[config.mk]
export PLATFORM = sky130hd
export DESIGN_NAME = ps2_kbd_receiver_flat
export DESIGN_NICKNAME = d
export VERILOG_FILES = /design/src/rtl/ps2_kbd_receiver_if.sv /design/src/rtl/ps2_kbd_receiver.sv /design/src/flat_wrapper.sv
export SDC_FILE = /design/constraint.sdc
export NUM_CORES = 1
export LEC_CHECK = 0
export CORE_MARGIN = 8
export CORE_UTILIZATION = 45
export CTS_BUF_LIST = sky130_fd_sc_hd__clkbuf_4
export CTS_CLUSTER_SIZE = 8
export DETAILED_ROUTE_END_ITERATION = 16
export PLACE_DENSITY = 0.73
export SYNTH_ARGS = -nofsm -noshare
export SYNTH_HDL_FRONTEND = slang
export SYNTH_SLANG_ARGS = --single-unit
[constraint.sdc]
create_clock -name clk -period 2.7 [get_ports clk]
set_input_delay 0.54 -clock clk [delete_from_list [all_inputs] [get_ports clk]]
set_output_delay 0.54 -clock clk [all_outputs]
set_load 0.02 [all_outputs]
[src/rtl/ps2_kbd_receiver_if.sv]
// CPU-side keyboard MMIO bundle: pop request in, head byte / status out.
interface ps2_kbd_receiver_if;
  logic       read_enable;
  logic [7:0] data;
  logic       ready;
  logic       overflow;

  // CPU side drives the pop request and observes the FIFO head
  modport master (output read_enable, input data, input ready, input overflow);
  // Receiver side serves the FIFO head and status flags
  modport slave  (input read_enable, output data, output ready, output overflow);
endinterface

[src/rtl/ps2_kbd_receiver.sv]
// PS/2 keyboard receiver: synchronises the PS/2 pins, deframes 11-bit
// device-to-host frames and buffers the bytes in a show-ahead FIFO that the
// CPU pops one byte at a time.
// Optional build macro: PS2_PARITY_CHECK_EN (enables odd-parity qualification
// of frames; when undefined only start/stop bits qualify a frame).
module ps2_kbd_receiver #(
  parameter int FIFO_DEPTH     = 8,
  parameter int TIMEOUT_CYCLES = 50000
) (
  input  logic               clk,
  input  logic               rst,
  input  logic               ps2_clk,
  input  logic               ps2_data,
  ps2_kbd_receiver_if.slave  bus
);

  localparam int PTR_W = $clog2(FIFO_DEPTH);
  localparam int CNT_W = PTR_W + 1;
  localparam int TO_W  = $clog2(TIMEOUT_CYCLES + 1);

  typedef enum logic [1:0] {IDLE = 2'd0, DATA = 2'd1, PARITY = 2'd2, STOP = 2'd3} state_t;

`ifdef PS2_PARITY_CHECK_EN
  // Odd parity over data bits plus parity bit: 1 when the count of ones is odd
  function automatic logic odd_parity(input logic [8:0] v);
    return ^v;
  endfunction
`endif

  logic [1:0]       clk_sync_r, data_sync_r;
  logic             clk_prev_r;
  logic             fall_s, din_s;
  state_t           state_r, state_next_s;
  logic [2:0]       bit_cnt_r, bit_cnt_next_s;
  logic [7:0]       shift_r, shift_next_s;
  logic [TO_W-1:0]  tcnt_r;
  logic             timeout_s, frame_ok_s, push_s;
  logic [7:0]       mem_r [FIFO_DEPTH];
  logic [PTR_W-1:0] rd_ptr_r, wr_ptr_r, rd_ptr_next_s;
  logic [CNT_W-1:0] count_r, count_next_s;
  logic             full_s, pop_s, wr_en_s, drop_s;
  logic             ready_r, overflow_r;
  logic [7:0]       data_r, head_next_s;

  assign fall_s    = clk_prev_r & ~clk_sync_r[1];
  assign din_s     = data_sync_r[1];
  assign timeout_s = (tcnt_r == TO_W'(TIMEOUT_CYCLES));

  // Two-flop synchronisers for both pins plus the edge-detect history flop
  always_ff @(posedge clk or negedge rst) begin
    if (!rst) begin
      clk_sync_r  <= 2'b11;
      data_sync_r <= 2'b11;
      clk_prev_r  <= 1'b1;
    end else begin
      clk_sync_r  <= {clk_sync_r[0], ps2_clk};
      data_sync_r <= {data_sync_r[0], ps2_data};
      clk_prev_r  <= clk_sync_r[1];
    end
  end

`ifdef PS2_PARITY_CHECK_EN
  logic parity_r;
  // Capture the parity bit so the stop-bit cycle can qualify the frame
  always_ff @(posedge clk or negedge rst) begin
    if (!rst) begin
      parity_r <= 1'b0;
    end else if (fall_s && (state_r == PARITY)) begin
      parity_r <= din_s;
    end else begin
      parity_r <= parity_r;
    end
  end
  assign frame_ok_s = odd_parity({parity_r, shift_r});
`else
  assign frame_ok_s = 1'b1;
`endif

  // Frame FSM next state: steps on PS/2 falling edges, abandons on timeout
  always_comb begin
    state_next_s   = state_r;
    bit_cnt_next_s = bit_cnt_r;
    shift_next_s   = shift_r;
    push_s         = 1'b0;
    if (fall_s) begin
      case (state_r)
        IDLE: begin
          if (!din_s) begin
            state_next_s   = DATA;
            bit_cnt_next_s = 3'd0;
          end else begin
            state_next_s   = IDLE;
          end
        end
        DATA: begin
          shift_next_s   = {din_s, shift_r[7:1]};
          bit_cnt_next_s = bit_cnt_r + 3'd1;
          if (bit_cnt_r == 3'd7) begin
            state_next_s = PARITY;
          end else begin
            state_next_s = DATA;
          end
        end
        PARITY: state_next_s = STOP;
        STOP: begin
          push_s       = din_s & frame_ok_s;
          state_next_s = IDLE;
        end
        default: state_next_s = IDLE;
      endcase
    end else if (timeout_s) begin
      state_next_s = IDLE;
    end else begin
      state_next_s = state_r;
    end
  end

  // Frame FSM state, bit counter and shift register
  always_ff @(posedge clk or negedge rst) begin
    if (!rst) begin
      state_r   <= IDLE;
      bit_cnt_r <= 3'd0;
      shift_r   <= 8'h00;
    end else begin
      state_r   <= state_next_s;
      bit_cnt_r <= bit_cnt_next_s;
      shift_r   <= shift_next_s;
    end
  end

  // Inactivity counter: idles at zero, restarts on every PS/2 falling edge
  always_ff @(posedge clk or negedge rst) begin
    if (!rst) begin
      tcnt_r <= {TO_W{1'b0}};
    end else if ((state_r == IDLE) || fall_s || timeout_s) begin
      tcnt_r <= {TO_W{1'b0}};
    end else begin
      tcnt_r <= tcnt_r + TO_W'(1'b1);
    end
  end

  // FIFO control: a pop frees a slot in the same cycle, so push+pop when full is accepted
  always_comb begin
    full_s        = (count_r == CNT_W'(FIFO_DEPTH));
    pop_s         = bus.read_enable & ready_r;
    wr_en_s       = push_s & (~full_s | pop_s);
    drop_s        = push_s & full_s & ~pop_s;
    rd_ptr_next_s = pop_s ? (rd_ptr_r + PTR_W'(1'b1)) : rd_ptr_r;
    case ({wr_en_s, pop_s})
      2'b10:   count_next_s = count_r + CNT_W'(1'b1);
      2'b01:   count_next_s = count_r - CNT_W'(1'b1);
      default: count_next_s = count_r;
    endcase
    // The incoming byte becomes the head when it lands in the slot being exposed
    if (wr_en_s && (wr_ptr_r == rd_ptr_next_s)) begin
      head_next_s = shift_r;
    end else begin
      head_next_s = mem_r[rd_ptr_next_s];
    end
  end

  // FIFO storage, pointers and registered CPU-facing outputs
  always_ff @(posedge clk or negedge rst) begin
    if (!rst) begin
      for (int i = 0; i < FIFO_DEPTH; i++) mem_r[i] <= 8'h00;
      rd_ptr_r   <= {PTR_W{1'b0}};
      wr_ptr_r   <= {PTR_W{1'b0}};
      count_r    <= {CNT_W{1'b0}};
      ready_r    <= 1'b0;
      data_r     <= 8'h00;
      overflow_r <= 1'b0;
    end else begin
      if (wr_en_s) begin
        mem_r[wr_ptr_r] <= shift_r;
        wr_ptr_r        <= wr_ptr_r + PTR_W'(1'b1);
      end else begin
        wr_ptr_r        <= wr_ptr_r;
      end
      rd_ptr_r <= rd_ptr_next_s;
      count_r  <= count_next_s;
      ready_r  <= (count_next_s != {CNT_W{1'b0}});
      data_r   <= (count_next_s != {CNT_W{1'b0}}) ? head_next_s : 8'h00;
      if (drop_s) begin
        overflow_r <= 1'b1;
      end else if (pop_s) begin
        overflow_r <= 1'b0;
      end else begin
        overflow_r <= overflow_r;
      end
    end
  end

  assign bus.ready    = ready_r;
  assign bus.data     = data_r;
  assign bus.overflow = overflow_r;

endmodule

[src/flat_wrapper.sv]
// flat-port wrapper written by rule: the top's interface ports become plain ports
module ps2_kbd_receiver_flat 
#(
  parameter int FIFO_DEPTH     = 8,
  parameter int TIMEOUT_CYCLES = 50000
)
  (clk, rst, ps2_clk, ps2_data, bus_read_enable, bus_data, bus_ready, bus_overflow);
  ps2_kbd_receiver_if bus_i ();
  input  logic clk;
  input  logic rst;
  input  logic ps2_clk;
  input  logic ps2_data;
  input wire logic [$bits(bus_i.read_enable)-1:0] bus_read_enable;
  output wire logic [$bits(bus_i.data)-1:0] bus_data;
  output wire logic [$bits(bus_i.ready)-1:0] bus_ready;
  output wire logic [$bits(bus_i.overflow)-1:0] bus_overflow;
  assign bus_i.read_enable = bus_read_enable;
  assign bus_data = bus_i.data;
  assign bus_ready = bus_i.ready;
  assign bus_overflow = bus_i.overflow;
  ps2_kbd_receiver #(.FIFO_DEPTH(FIFO_DEPTH), .TIMEOUT_CYCLES(TIMEOUT_CYCLES)) u_core (.clk(clk), .rst(rst), .ps2_clk(ps2_clk), .ps2_data(ps2_data), .bus(bus_i));
endmodule
Word level (Yosys, flattened, before mapping)
Cells that the tools add are included.
{"block": "totals", "reg_bits": 118, "out_inout_bits": 10}
{"block": "op_classes", "addsub": 6, "mux": 22, "reduce_logical": 11, "magnitude_cmp": 3, "eq_ne": 10, "bitwise": 11}
{"op": "$bwmux W64", "n": 1}
{"op": "$mux W8", "n": 5}
{"op": "$bmux W8 S3", "n": 1}
{"op": "$demux W8 S3", "n": 1}
{"op": "$add A16 B1 Y16 const B", "n": 1}
{"op": "$eq A16 B16 Y1 const B", "n": 1}
{"op": "$mux W16", "n": 1}
{"op": "$add A3 B1 Y3 const B", "n": 3}
{"op": "$ge A4 B4 Y1 const B", "n": 2}
{"op": "$not A3 Y4", "n": 2}
{"op": "$pmux W2 S4", "n": 1}
{"op": "$pmux W4 S2", "n": 1}
{"op": "$eq A2 B2 Y1 const B", "n": 3}
{"op": "$mux W2", "n": 3}
{"op": "$mux W3", "n": 2}
{"op": "$pmux W3 S2", "n": 1}
{"op": "$reduce_bool A2 Y1", "n": 3}
{"op": "$and A1 B1 Y1", "n": 5}
{"op": "$mux W1", "n": 5}
{"op": "$add A4 B1 Y4 const B", "n": 1}
{"op": "$eq A2 B1 Y1 const B", "n": 2}
{"op": "$eq A4 B4 Y1 const B", "n": 1}
{"op": "$lt A4 B1 Y1 const B", "n": 1}
{"op": "$reduce_bool A4 Y1", "n": 1}
{"op": "other kinds (11)", "n": 15}

Depth between registers and ports, before layout
Gate-level depths: netlist (run 1).
{"block": "logic_depth", "ltp_word": 8, "ltp_mapped": 10, "mapped_depth_nobuf": 9}

Worst setup path after synthesis (run 1)
No wires, ideal clock.
{"block": "synth_timing", "kind": "register to register", "startpoint": "register u_core.ready_r, in the netlist u_core.bus.ready", "endpoint": "register u_core.data_r[0], in the netlist u_core.bus.data[0]", "setup_time_ns": 0.120, "synth_period_minus_slack_ns": 2.399, "path_stages_with_launch": 11, "arrival_time_ns": 2.278, "slack_ns": 0.301, "n_path_buf": 1, "cell_sequence": "dfrtp_1 -> nand2_2 -> a41oi_1 -> xor2_1 -> ha_1 -> nor2_1 -> a32oi_1 -> xnor2_1 -> or3_1 -> buf_6 -> o211a_1"}
{"block": "synth_between", "word_cells_on_any_way": 16, "classes_between": "3 x eq/ne; 7 x mux; 4 x bitwise; 2 x reduce/logical"}
{"element": "from (decl)", "line_no": "ps2_kbd_receiver.sv:42", "text": "logic ready_r, overflow_r;"}
{"element": "from (signal assigned)", "line_no": "ps2_kbd_receiver.sv:181", "text": "ready_r <= (count_next_s != {CNT_W{1'b0}});"}
{"element": "$and A1 B1 Y1 (*)", "line_no": "ps2_kbd_receiver.sv:145", "text": "pop_s = bus.read_enable & ready_r;"}
{"element": "$or A1 B1 Y1", "line_no": "ps2_kbd_receiver.sv:146", "text": "wr_en_s = push_s & (~full_s | pop_s);"}
{"element": "$and A1 B1 Y1", "line_no": "ps2_kbd_receiver.sv:146"}
{"element": "$eq A2 B1 Y1 / $eq A2 B2 Y1 (equally long branches)", "line_no": "ps2_kbd_receiver.sv:149", "text": "case ({wr_en_s, pop_s})"}
{"element": "$pmux W4 S2 (*)", "line_no": "ps2_kbd_receiver.sv:149"}
{"element": "net u_core.count_next_s[2]", "line_no": "ps2_kbd_receiver.sv:40", "text": "logic [CNT_W-1:0] count_r, count_next_s;"}
{"element": "$reduce_bool A4 Y1 (*)", "line_no": "ps2_kbd_receiver.sv:182", "text": "data_r <= (count_next_s != {CNT_W{1'b0}}) ? head_next_s : 8'h00;"}
{"element": "$mux W8 (*)", "line_no": "ps2_kbd_receiver.sv:182"}
{"element": "to (signal assigned)", "line_no": "ps2_kbd_receiver.sv:182"}
{"element": "to (decl)", "line_no": "ps2_kbd_receiver.sv:43", "text": "logic [7:0] data_r, head_next_s;"}
The timed path passes the listed nets; every way through them passes the cells marked *. The select of a mux whose other input is x is not followed.
A chain may end at the register's enable or synchronous reset.

Worst setup path in the final report (run 1)
{"block": "layout_timing", "startpoint": "register u_core.clk_prev_r", "endpoint": "register u_core.data_r[4], in the netlist u_core.bus.data[4]"}
{"block": "layout_between", "elab_chain_cells": 7, "word_cells_on_any_way": 10, "classes_between": "2 x eq/ne; 4 x mux; 2 x bitwise; 2 x reduce/logical"}
{"element": "from (decl)", "line_no": "ps2_kbd_receiver.sv:31", "text": "logic clk_prev_r;"}
{"element": "from (signal assigned)", "line_no": "ps2_kbd_receiver.sv:58", "text": "clk_prev_r <= clk_sync_r[1];"}
{"element": "$and A1 B1 Y1 (*)", "line_no": "ps2_kbd_receiver.sv:45", "text": "assign fall_s = clk_prev_r & ~clk_sync_r[1];"}
{"element": "$mux W1 (*)", "line_no": "ps2_kbd_receiver.sv:85", "text": "if (fall_s) begin"}
{"element": "$and A1 B1 Y1 (*)", "line_no": "ps2_kbd_receiver.sv:146"}
{"element": "$eq A2 B1 Y1 / $eq A2 B2 Y1 (equally long branches)", "line_no": "ps2_kbd_receiver.sv:149"}
{"element": "$pmux W4 S2 (*)", "line_no": "ps2_kbd_receiver.sv:149"}
{"element": "net u_core.count_next_s[2]", "line_no": "ps2_kbd_receiver.sv:40"}
{"element": "$reduce_bool A4 Y1 (*)", "line_no": "ps2_kbd_receiver.sv:182"}
{"element": "$mux W8 (*)", "line_no": "ps2_kbd_receiver.sv:182"}
The timed path passes the listed nets; every way through them passes the cells marked *.

==> results.py, run 1 <==
metrics = {
    "detailed_routing": {
        "ant_nets": 0,
        "first_pass_iters": 5,
        "wirelength_um": 10300,
        "wl_per_cell_um": 17.5,
        "vias": 3283,
        "drt_iter0_markers": 192,
        "drc": 0,
        "vias_per_cell": 5.55,
    },
    "synthesis": {
        "ys_seq_elements": 118,
        "synthesis.instances": 391,
        "yosysWarnings": 0,
        "synth_cell_types": 53,
        "ys_async_sr_fraction_pct": 100,
        "ys.flop_type": "dfrtp_1",
        "synth_fp_nets": 403,
        "synth_edf_count": 0,
        "synth_area_um2": 5400,
        "syn_avg_cell_area_um2": 13.8,
        "ys_seq_area_share_pct": 54.8,
    },
    "critical_path": {
        "startpoint_type": "register",
        "cp-end-kind": "register",
        "reg2reg_slack_ps": 230,
        "cp.arrival_ps": 2880,
        "rr_endpoint": "u_core.bus.data[4]",
        "reg2reg_depth": 9,
        "crit_end": "u_core.bus.data[4]",
        "r2r-start": "u_core.clk_prev_r",
        "crit_fanout": 9,
        "critPathKind": "register to register",
        "startpoint": "u_core.clk_prev_r",
        "required_ps": 3110,
    },
    "cells_and_area": {
        "fill_cells": 992,
        "syn_to_final_growth_pct": 15.4,
        "final_nets": 443,
        "drive_gt1_share_pct": 35.6,
        "final_area_um2": 6230,
    },
    "grt": {
        "grt_remaining_overflow": 0,
        "met2_usage_pct": 22.2,
        "grt_start_max_net_pins": 59,
        "antenna_found_initial": 1,
        "grt_pass1_vias": 3312,
        "grtUsageMet3_pct": 3.95,
        "grt_first_pass_wirelength_um": 17400,
        "met1_usage_pct": 18.0,
        "track_usage_pct": 14.1,
        "busiest_layer": "met2",
    },
    "min_path": {
        "hold_path_startpoint": "u_core.data_sync_r[0]",
        "min-delay-path-class": "register to register",
    },
    "die": {
        "num_rows": 40,
        "initial_utilization_pct": 45.5,
        "io-pin-count": 15,
        "die-area_um2": 15700,
        "die_y_um": 125,
        "core_um2": 11900,
        "chipWidth_um": 125,
    },
    "sta": {
        "clock.fmax_ghz": 0.404,
        "rsz0062_at_grt": "false",
        "setup_viol": 0,
        "worstMarginPinSlew_ps": 1130,
        "fin_crit_sh_pct": 91.6,
        "relSlewSlack_pct": 24.5,
        "skew_ps": 13.1,
        "fin_setup_tns_ps": 0,
        "timing.final.crit_period_ps": 2470,
        "final_max_slew_viol_count": 0,
        "finalHoldViolations": 0,
    },
    "place": {
        "dpl.hpwl_um": 6980,
        "gp_congestion": 0.805,
        "portBuffers": 14,
        "placed_area_um2": 5900,
    },
    "clock_tree": {
        "cts_tree": "done",
        "clkTransAtPathRegs_ps": 110,
        "cts-buffers-inserted": 17,
        "insertion_delay_ps": 520,
        "postCtsSetupBuffers": 0,
        "cts.path.max_buffers": 2,
        "cts.sinks": 118,
        "htreeDepth": 4,
        "cts-root-buf": "clkbuf_4",
    },
    "run": {
        "maxCapViolCount": 0,
    },
    "outcome": {
        "outcome": "finished, final reports clean",
    },
    "power": {
        "vdd_drop_max_uv": 292,
        "power_density_nw_per_um2": 741,
        "p_leak_nw": 3.00,
    },
}
[area by class of cell]
class	count	area [µm²]	share of cell area, %
inverters	7	26.3	0.422
well taps	147	184	2.95
repair buffers	39	428	6.87
clock inverters	14	175	2.81
multi-input cells	248	2320	37.2
diodes	1	2.50	0.0402
clock buffers	18	135	2.17
flip-flops and latches	118	2960	47.5
[report_power, final]
part / switching [mW] / internal, mW / total (mW)
Clock: 0.690 / 0.661 / 1.35
Sequential: 0.253 / 1.90 / 2.15
Combinational: 0.571 / 0.539 / 1.11
Total: 1.51 / 3.10 / 4.62
[worst max-delay path: stages, from the launching register on]
cell and delay [ps]:
dfstp_2 560, nor2b_1 190, a41oi_1 180, xor2_1 180, ha_1 190, nor2_1 50, a32oi_1 200, xnor2_1 100
or3_1 540, o211a_1 180
[timing repair]
item | in CTS | in global routing
hold endpoints to repair | 33 | 0
resized for setup | 0 | 0
endpoints found under the setup margin | 0 | 0
hold buffers | 1 | 0
[cell usage after synthesis, drive strengths merged, types with 5 or more instances]
cell type	number	area share, %
and3	5	0.58
buf	8	1.0
clkbuf	10	0.70
dfrtp	113	52
dfstp	5	2.4
ha	7	1.6
inv	6	0.42
mux2	75	16
mux4	16	7.2
nand2	27	2.0
nand3	16	1.5
nor2	22	1.6
o211a	8	1.5
o21ai	10	0.93
xnor2	15	2.9
xor2	7	1.1
[placed cells by master (no fill, tap or decap), types with 9 or more instances in the layout]
cell type and count:
buf_4 17, clkbuf_4 18, clkdlybuf4s50_1 13, dfrtp_1 113, mux2_2 75, mux4_2 9
nand2_1 25, nand3_1 16, nor2_1 21, o21ai_0 9, xnor2_1 13
[routing by layer]
metal  part of all wire [%]  wire (µm)
met4                    1.1        118
met2                     50       5130
met3                    2.4        244
met1                     47       4840
met5                      0          0
[registers in the layout (all words and copies together) (netlist names)]
name,cells
u_core.wr_ptr_r,3
u_core.data_sync_r,2
u_core.bus.ready,1
u_core.clk_sync_r,2
u_core.state_r,2
u_core.bus.data,8
u_core.clk_prev_r,1
u_core.bus.overflow,1
u_core.shift_r,8
u_core.bit_cnt_r,3
u_core.count_r,4
u_core.mem_r,64
u_core.rd_ptr_r,3
u_core.tcnt_r,16
[cells by family after synthesis]
logic type	synth area share, %
simple gates	9.60
compound gates	4.22
flops	54.8
buf+inv	2.23
mux	23.4
fa+ha+maj	1.62
xor+xnor	4.06
[per-stage QoR]
| stage | hold WS (ps) | power, mW | setup slack [ps] | cells | util [%] |
|---|---|---|---|---|---|
| after global placement | 349 | 3.28 | -176 | 558 | 49.8 |
| after CTS | 362 | 4.69 | 230 | 591 | 52.5 |
| after floorplan | 244 | 2.91 | 301 | 391 | - |
| after global routing | 367 | 4.87 | 36.3 | 592 | 52.5 |
| after detailed placement | 349 | 3.32 | -208 | 558 | 49.8 |
| final | 360 | 4.62 | 228 | 592 | 52.5 |
[worst min-delay path by stage]
| stage | to | slack (ps) | cells after the start |
|---|---|---|---|
| after detailed placement | u_core.data_sync_r[1] | 350 | 0 |
| after global routing | u_core.clk_sync_r[1] | 370 | 0 |
| after global placement | u_core.data_sync_r[1] | 350 | 0 |
| after CTS | u_core.data_sync_r[1] | 360 | 0 |
| final | u_core.data_sync_r[1] | 360 | 0 |
| after floorplan | u_core.bit_cnt_r[0] | 240 | 0 |
Power figures use the tool's default switching activity.
==> inputs of run 2 (changes only) <==
- TNS_END_PERCENT: unset -> 10
==> results of run 2 <==
Same layout as run 1: the final DEF is identical, and so are final timing and power.
